<file path="src/rtl/frame_checker_impl.sv">
// frame_checker_impl: AXI-Stream sink that parses Ethernet/IPv4 test frames and
// keeps running statistics of good, bad and ignored frames.
`ifndef TEST_FRAME_TOS
`define TEST_FRAME_TOS 8'hB8
`endif
`ifndef TEST_FRAME_PROTO
`define TEST_FRAME_PROTO 8'h11
`endif

module frame_checker_impl #(
   parameter int DATA_WIDTH = 512,
   parameter int ID_WIDTH   = 3
) (
   input  logic                    clk,
   input  logic                    rst_n,
   input  logic                    clear,
   input  logic [DATA_WIDTH-1:0]   axis_s_data,
   input  logic [DATA_WIDTH/8-1:0] axis_s_keep,
   input  logic                    axis_s_last,
   input  logic [DATA_WIDTH/8-1:0] axis_s_user,
   input  logic [ID_WIDTH-1:0]     axis_s_id,
   input  logic                    axis_s_valid,
   output logic                    axis_s_ready,
   output logic [63:0]             frame_count,
   output logic [63:0]             byte_count,
   output logic [31:0]             error_count,
   output logic [31:0]             ignored_count,
   output logic                    frame_done,
   output logic                    frame_error
);
   localparam int KEEP_W  = DATA_WIDTH/8;
   localparam int HDR_END = 34*8;

   typedef enum logic {STATE_FIRST, STATE_BODY} state_t;
   state_t state, state_nxt;

   function automatic logic [15:0] popcount(input logic [KEEP_W-1:0] k);
      logic [15:0] cnt;
      cnt = '0;
      for (int i = 0; i < KEEP_W; i++) cnt = cnt + 16'(k[i]);
      return cnt;
   endfunction

   // Bit 16 flags that the frame length has passed 0xFFFF; the value then sticks at 0xFFFF.
   function automatic logic [16:0] len_add(input logic [15:0] acc, input logic ovf,
                                           input logic [15:0] inc);
      logic [16:0] s;
      s = {1'b0, acc} + {1'b0, inc};
      if (ovf || s[16]) return 17'h1FFFF;
      return s;
   endfunction

   function automatic logic [31:0] sat_inc32(input logic [31:0] v);
      return (v == '1) ? v : v + 32'd1;
   endfunction

   // One's-complement sum of the ten header words in bytes 14..33, carries folded back.
   function automatic logic [15:0] hdr_sum(input logic [DATA_WIDTH-1:0] d);
      logic [19:0] acc;
      acc = '0;
      for (int i = 0; i < 10; i++)
         acc = acc + {4'h0, d[8*(14+2*i) +: 8], d[8*(15+2*i) +: 8]};
      acc = {4'h0, acc[15:0]} + {16'h0, acc[19:16]};
      acc = {4'h0, acc[15:0]} + {16'h0, acc[19:16]};
      return acc[15:0];
   endfunction

   logic [15:0] ethertype_q, ip_len_q, csum_q, len_acc;
   logic [7:0]  ver_ihl_q, tos_q, proto_q;
   logic        len_ovf;

   logic        xfer, first, fin, is_test, err, len_ovf_tot;
   logic [15:0] ethertype_c, ip_len_c, csum_c, len_tot;
   logic [7:0]  ver_ihl_c, tos_c, proto_c;
   logic [16:0] len_res;
   logic        unused_ok;

   assign axis_s_ready = rst_n;
   assign xfer  = axis_s_valid & axis_s_ready;
   assign first = (state == STATE_FIRST);
   assign fin   = xfer & axis_s_last;
   assign unused_ok = ^{axis_s_user, axis_s_id, axis_s_data[DATA_WIDTH-1:HDR_END],
                        axis_s_data[95:0]};

   // A single-beat frame is checked straight from the bus, so header fields bypass the latches.
   assign ethertype_c = first ? {axis_s_data[8*12 +: 8], axis_s_data[8*13 +: 8]} : ethertype_q;
   assign ver_ihl_c   = first ? axis_s_data[8*14 +: 8] : ver_ihl_q;
   assign tos_c       = first ? axis_s_data[8*15 +: 8] : tos_q;
   assign ip_len_c    = first ? {axis_s_data[8*16 +: 8], axis_s_data[8*17 +: 8]} : ip_len_q;
   assign proto_c     = first ? axis_s_data[8*23 +: 8] : proto_q;
   assign csum_c      = first ? hdr_sum(axis_s_data) : csum_q;

   assign len_res     = len_add(first ? 16'd0 : len_acc, first ? 1'b0 : len_ovf,
                                popcount(axis_s_keep));
   assign len_tot     = len_res[15:0];
   assign len_ovf_tot = len_res[16];

   assign is_test = (ethertype_c == 16'h0800) && (tos_c == `TEST_FRAME_TOS) &&
                    (proto_c == `TEST_FRAME_PROTO);
   assign err     = (ver_ihl_c != 8'h45) || (csum_c != 16'hFFFF) ||
                    (ip_len_c != len_tot - 16'd14) || (len_tot < 16'd34) || len_ovf_tot;

   always_ff @(posedge clk or negedge rst_n) begin
      if (!rst_n) state <= STATE_FIRST;
      else        state <= state_nxt;
   end

   always_comb begin
      state_nxt = state;
      if (xfer) state_nxt = axis_s_last ? STATE_FIRST : STATE_BODY;
   end

   always_ff @(posedge clk or negedge rst_n) begin
      if (!rst_n) begin
         ethertype_q <= '0;
         ver_ihl_q   <= '0;
         tos_q       <= '0;
         ip_len_q    <= '0;
         proto_q     <= '0;
         csum_q      <= '0;
         len_acc     <= '0;
         len_ovf     <= 1'b0;
      end else if (xfer) begin
         if (first) begin
            ethertype_q <= ethertype_c;
            ver_ihl_q   <= ver_ihl_c;
            tos_q       <= tos_c;
            ip_len_q    <= ip_len_c;
            proto_q     <= proto_c;
            csum_q      <= csum_c;
         end
         len_acc <= axis_s_last ? 16'd0 : len_tot;
         len_ovf <= axis_s_last ? 1'b0 : len_ovf_tot;
      end
   end

   // Frame result stage: one cycle after the last beat is accepted.
   always_ff @(posedge clk or negedge rst_n) begin
      if (!rst_n) begin
         frame_count   <= '0;
         byte_count    <= '0;
         error_count   <= '0;
         ignored_count <= '0;
         frame_done    <= 1'b0;
         frame_error   <= 1'b0;
      end else begin
         frame_done  <= fin;
         frame_error <= fin & is_test & err;
         if (clear) begin
            frame_count   <= '0;
            byte_count    <= '0;
            error_count   <= '0;
            ignored_count <= '0;
         end else if (fin) begin
            if (!is_test) begin
               ignored_count <= sat_inc32(ignored_count);
            end else if (err) begin
               error_count <= sat_inc32(error_count);
            end else begin
               frame_count <= frame_count + 64'd1;
               byte_count  <= byte_count + {48'd0, len_tot};
            end
         end
      end
   end

endmodule

</file>
<file path="config.mk">
export PLATFORM = sky130hd
export DESIGN_NAME = frame_checker_impl
export DESIGN_NICKNAME = d
export VERILOG_FILES = /design/src/rtl/frame_checker_impl.sv
export SDC_FILE = /design/constraint.sdc
export NUM_CORES = 1
export LEC_CHECK = 0
export ABC_CLOCK_PERIOD_IN_PS = 9900
export BUFFER_PORTS_ARGS = -buffer_cell sky130_fd_sc_hd__buf_2
export CAP_MARGIN = 0
export CORE_AREA = 2 2 333 335
export CTS_CLUSTER_SIZE = 28
export DETAILED_ROUTE_END_ITERATION = 8
export DIE_AREA = 0 0 335 337
export PLACE_DENSITY = 0.5
export SYNTH_ARGS = -nofsm -noshare
export SYNTH_HDL_FRONTEND = slang
export SYNTH_SLANG_ARGS = --single-unit
</file>
<file path="constraint.sdc">
create_clock -name clk -period 9.9 [get_ports clk]
set_clock_uncertainty 0.2 [all_clocks]
set_input_delay 1.485 -clock clk [delete_from_list [all_inputs] [get_ports clk]]
set_output_delay 1.485 -clock clk [all_outputs]
set_load 0.01 [all_outputs]
</file>
# After elaboration in Yosys (flattened, before gate mapping)
# Cells that the tools add are included.
[totals] reg_bits=284 inputBits=648 word_cells=158
[op_classes] add_sub_neg=80 order_cmp=1 n_eq_ne=12 muxes=31 n_bitwise=5 reduce_logical=14
[op_table] operator="16-bit by 1-bit adder with 16-bit output" n=49
[op_table] operator="64-bit 2-to-1 mux" n=8
[op_table] operator="32-bit 2-to-1 mux" n=9
[op_table] operator="20-bit by 16-bit adder with 20-bit output" n=5
[op_table] operator="16-bit 2-to-1 mux" n=5
[op_table] operator="32-bit by 1-bit adder with 32-bit output, second input constant" n=2
[op_table] operator="64-bit by 1-bit adder with 64-bit output, second input constant" n=1
[op_table] operator="64-bit by 16-bit adder with 64-bit output" n=1
[op_table] operator="32-bit == test, second input constant" n=2
[op_table] operator="16-bit by 16-bit adder with 17-bit output" n=2
[op_table] operator="17-bit 2-to-1 mux" n=2
[op_table] operator="8-bit 2-to-1 mux" n=3
[op_table] operator="19-bit by 16-bit adder with 20-bit output" n=1
[op_table] operator="18-bit by 16-bit adder with 19-bit output" n=1
[op_table] operator="17-bit by 16-bit adder with 18-bit output" n=1
[op_table] operator="16-bit by 4-bit adder with 17-bit output" n=1
[op_table] operator="15-bit by 1-bit adder with 16-bit output" n=1
[op_table] operator="16-bit by 12-bit == test with 1-bit output, second input constant" n=1
[op_table] operator="16-bit by 6-bit less-than comparator with 1-bit output, second input constant" n=1
[op_table] operator="16-bit inequality test" n=1
[op_table] operator="16-bit inequality test, second input constant" n=1
[op_table] operator="16-bit by 4-bit subtractor with 16-bit output, second input constant" n=1
[op_table] operator="14-bit by 1-bit adder with 15-bit output" n=1
[op_table] operator="13-bit by 1-bit adder with 14-bit output" n=1
[op_table] operator="other kinds (25)" n=42

# Logic depth before layout (Yosys ltp)
[logic_depth] ltp_word=76 depth_mapped=44 depth_no_buf=40

# Worst setup path before layout
# Ideal clock, no wire load.
[synth_timing] path_type="in2reg" start="input port axis_s_data[127]" end="register byte_count[58]" setup_time_ns=0.128 t_arrival_ns=11.441 path_slack_ns=-1.869 cell_stages=42 path_buffers=3 path_cell_list="inv_1 > fa_1 > inv_1 > fa_1 > fa_1 > fa_1 > inv_1 > fa_1 > inv_1 > ha_1 > buf_2 > a21o_1 > a221oi_1 > a21oi_1 > o31ai_1 > nand2b_1 > a21oi_1 > o21bai_1 > [6 not listed] > nor4_2 > nand2_1 > or4_1 > nor3_1 > ha_1 > ha_1 > nand2_1 > nor3_1 > o21ai_1 > o31ai_1 > a21oi_1 > or4b_1 > o41ai_4 > nand3_1 > clkbuf_1 > buf_2 > nor4_1 > mux2_1"
[synth_between] elab_chain_len=19
[synth_rtl] element="start, declared" line_no="17" text="input logic [DATA_WIDTH-1:0] axis_s_data,"
[synth_rtl] element="16-bit by 16-bit adder with 17-bit output" line_no="62" text="acc = acc + {4'h0, d[8*(14+2*i) +: 8], d[8*(15+2*i) +: 8]};"
[synth_rtl] element="17-bit by 16-bit adder with 18-bit output" line_no="62"
[synth_rtl] element="18-bit by 16-bit adder with 19-bit output" line_no="62"
[synth_rtl] element="19-bit by 16-bit adder with 20-bit output" line_no="62"
[synth_rtl] element="20-bit by 16-bit adder with 20-bit output (5 in a row)" line_no="62"
[synth_rtl] element="16-bit by 4-bit adder with 17-bit output" line_no="63" text="acc = {4'h0, acc[15:0]} + {16'h0, acc[19:16]};"
[synth_rtl] element="16-bit by 1-bit adder with 16-bit output" line_no="64" text="acc = {4'h0, acc[15:0]} + {16'h0, acc[19:16]};"
[synth_rtl] element="16-bit 2-to-1 mux" line_no="91" text="assign csum_c = first ? hdr_sum(axis_s_data) : csum_q;"
[synth_rtl] element="16-bit inequality test" line_no="100" text="assign err = (ver_ihl_c != 8'h45) || (csum_c != 16'hFFFF) ||"
[synth_rtl] element="1-bit logical OR (2 in a row)" line_no="100"
[synth_rtl] element="1-bit logical OR (2 in a row)" line_no="101" text="(ip_len_c != len_tot - 16'd14) || (len_tot < 16'd34) || len_ovf_tot;"
[synth_rtl] element="2-bit inequality test (no source line)"
[synth_rtl] element="3-bit AND reduction (no source line) (*)"
[synth_rtl] element="end signal, assigned" line_no="161" text="byte_count <= byte_count + {48'd0, len_tot};"
[synth_rtl] element="end, declared" line_no="25" text="output logic [63:0] byte_count,"
# Every way passes the cells marked *; elsewhere a longest branch is shown, timed or not.
# A chain may end at the register's enable or synchronous reset.

# Worst setup path after layout
[layout_timing] start="input port axis_s_data[138]" end="register byte_count[27]"
[layout_between] elab_chain_len=19
[layout_rtl] element="16-bit by 16-bit adder with 17-bit output" line_no="62"
[layout_rtl] element="17-bit by 16-bit adder with 18-bit output" line_no="62"
[layout_rtl] element="18-bit by 16-bit adder with 19-bit output" line_no="62"
[layout_rtl] element="19-bit by 16-bit adder with 20-bit output" line_no="62"
[layout_rtl] element="20-bit by 16-bit adder with 20-bit output (5 in a row)" line_no="62"
[layout_rtl] element="16-bit by 4-bit adder with 17-bit output" line_no="63"
[layout_rtl] element="16-bit by 1-bit adder with 16-bit output" line_no="64"
[layout_rtl] element="16-bit 2-to-1 mux" line_no="91"
[layout_rtl] element="16-bit inequality test" line_no="100"
[layout_rtl] element="1-bit logical OR" line_no="100"
[layout_rtl] element="1-bit logical OR (*)" line_no="100"
[layout_rtl] element="1-bit logical OR (*) (2 in a row)" line_no="101"
[layout_rtl] element="2-bit inequality test (no source line) (*)"
[layout_rtl] element="3-bit AND reduction (no source line) (*)"
# Marks and branches as above.

==> results.yml <==
layout:
  final_nets: 4218
  drive_above_1_share_pct: 36.7
  antenna_cells: 0
  syn2layout_area_growth_pct: 43.0
die:
  rows: 122
  die_y_um: 337
  die_x_um: 335
  die_area_um2: 113000
  start_util_pct: 21.1
  io_pins: 843
  core_um2: 110000
clocking:
  cts_buffers: 42
  clk_pin_slew_ns: 0.05
  cts_tree: "built"
  clockBufferDepth: 3
  cts.sinks: 284
  htreeDepth: 2
  clock_latency_ns: 0.64
  root_buffer: "clkbuf_16"
min_path:
  whs_path_depth: 2
  hp-class: "reg -> reg"
synthesis:
  yosys_warnings: 0
  synth_common_cells: "313 x inv_1, 284 x dfrtp_1, 198 x nand2_1"
  postSynthCellCount: 2519
  synth_top_cells_by_area: "dfrtp_1 31%, fa_1 16%, inv_1 5.1%, ha_1 4.3%, nand2_1 3.2%"
  synth_area_um2: 23100
  synth.top_cell.area_share_pct: 30.7
  synth.most_common_cell: "inv_1"
  synth_async_sr_flop_share_pct: 100
  yosysSeqAreaShare_pct: 30.7
  synth_seq_cells: 284
  ys.flop_type: "dfrtp_1"
  yosysUniqueCellTypes: 87
  synth_edf_count: 0
  syn-num-nets: 3430
  yosys.area.top_type: "dfrtp_1"
  synth_area_per_cell_um2: 9.19
sta:
  fin_tns_setup_ns: -90.84
  setup_violations: 163
  tightest_slew_ns: 1.09
  min_period_ns: 10.68
  worst_slack_ns: -0.781
  period_share_pct: 108
  relSlewSlack_pct: 27.5
  drv_slew: 0
  grt_setup_unrepaired: "yes"
  hold_violations: 0
  max_freq_mhz: 93.6
place:
  place_hpwl_mm: 65.2
  gp_congestion: 0.823
  port_buffers: 439
  place_ws_ns: -1.99
setup_path:
  crit_required_ns: 10.26
  cp.depth: 44
  path_buf_inv: 10
  critPathArrivalTime_ns: 11.04
  path_class: "in -> reg"
  critical_path.endpoint_type: "flip-flop"
  rrSetupSlack_ns: 0.35
  cp-start-kind: "input port"
  reg2regPathDepth: 33
  max_stage_delay_ns: 0.58
  cpMostUsedCell: "fa_2"
  cp_top_family: "adder cells"
  slowest_stage: "or4b_4"
  worstPathMaxFanout: 6
route:
  wl_per_cell_um: 17.7
  firstDrtPassIters: 5
  wirelength_mm: 84.4
  ant_nets: 0
  vias_per_cell: 4.53
  drt_iter0_markers: 933
  drc_errors: 0
  vias: 21600
global_routing:
  grt_pass1_wl_mm: 128
  grt_max_degree: 136
  grt_antenna_before_repair: 3
  grt_overflow: 0
  grt_usage_pct: 14.6
  grt_pass1_vias: 21600
job:
  cap_viol_max_count: 0
status:
  status: "finished, violations left"
  violations: "setup timing"
[metrics by stage]
stage	util, %	cell area (um^2)	hold WS [ns]	std cells
3_3_place_gp	27.3	29900	0.258	4623
4_1_cts	29.5	32300	0.276	4752
3_5_place_dp	27.3	29900	0.262	4623
5_1_grt	30.2	33100	0.296	4765
6_report	30.2	33100	0.274	4765
2_1_floorplan	-	23700	0.241	2519
[cell type report]
type | instances | area, um^2
inverters | 314 | 1190
flip-flops and latches | 284 | 7110
fillers | 11600 | 76500
well taps | 1426 | 1780
clock inverters | 16 | 203
clock buffers | 60 | 1240
repair buffers | 846 | 5770
multi-input cells | 1819 | 15800
[final timing paths]
path                                  start               to
min reg2reg                    ver_ihl_q[3]     ver_ihl_q[3]
max in group asynchronous             rst_n       proto_q[3]
min in group asynchronous             rst_n  frame_count[57]
max                        axis_s_data[138]   byte_count[27]
min                            ver_ihl_q[3]     ver_ihl_q[3]
max reg2reg                           state   byte_count[43]
[worst reg2reg max path, delay by kind of cell, from the launching register on]
kind	cells	cell delay (ns)
simple gates	9	1.86
compound gates	7	1.23
flops	1	0.43
xor+xnor	1	0.15
fa+ha+maj	10	4.52
buf+inv	6	1.05
[state kept, by name, indices dropped and copies added (netlist names)]
name / count
csum_q: 16
len_ovf: 1
byte_count: 64
frame_count: 64
error_count: 32
len_acc: 16
ip_len_q: 16
ver_ihl_q: 8
frame_error: 1
proto_q: 8
state: 1
ethertype_q: 16
frame_done: 1
tos_q: 8
ignored_count: 32
[cell usage in the layout, fill, tap and decap left out, types with 31 or more instances in the layout]
cell       count
a21oi_2       34
o21ai_0       90
clkbuf_16     45
or4_1         32
nor4_1        31
mux2_2        54
nor2_1       163
nand4_1       65
ha_1          69
buf_6         36
or3_1         40
nand2_1      195
xnor2_1       45
nor2b_1       37
inv_1        296
a21oi_1      109
buf_4        348
and2_1        40
and3_1        35
buf_2        434
xor2_1        49
dfrtp_1      283
nand3_1       67
fa_1         177
[timing repair]
item,in CTS,in global routing
pin swaps,57,56
hold buffers,0,0
gates cloned,6,4
endpoints found under the setup margin,161,164
gates resized for setup,94,159
setup buffers,48,23
[cell families after synthesis]
logic type,Yosys count,synth area share (%)
xor gates and xnor gates,101,3.86
adders and majority gates,263,20.2
DFF,284,30.7
and+or+nand+nor,883,20.5
buffers and inverters,417,6.86
AOI/OAI and AO/OA,479,13.5
muxes,92,4.40
[per-layer routing]
| metal | vias to the layer above | global-route usage [%] | wire length (um) |
|---|---|---|---|
| met5 | - | 0 | 17 |
| met1 | 10700 | 18.3 | 35800 |
| met2 | 477 | 24.6 | 40600 |
| met4 | 4 | 5.31 | 3170 |
| met3 | 117 | 3.11 | 4730 |
| li1 | 10300 | - | - |
Power is left out: the tool's default activity adds up to more than one toggle a clock period on the data nets, which glitch-free logic cannot reach.
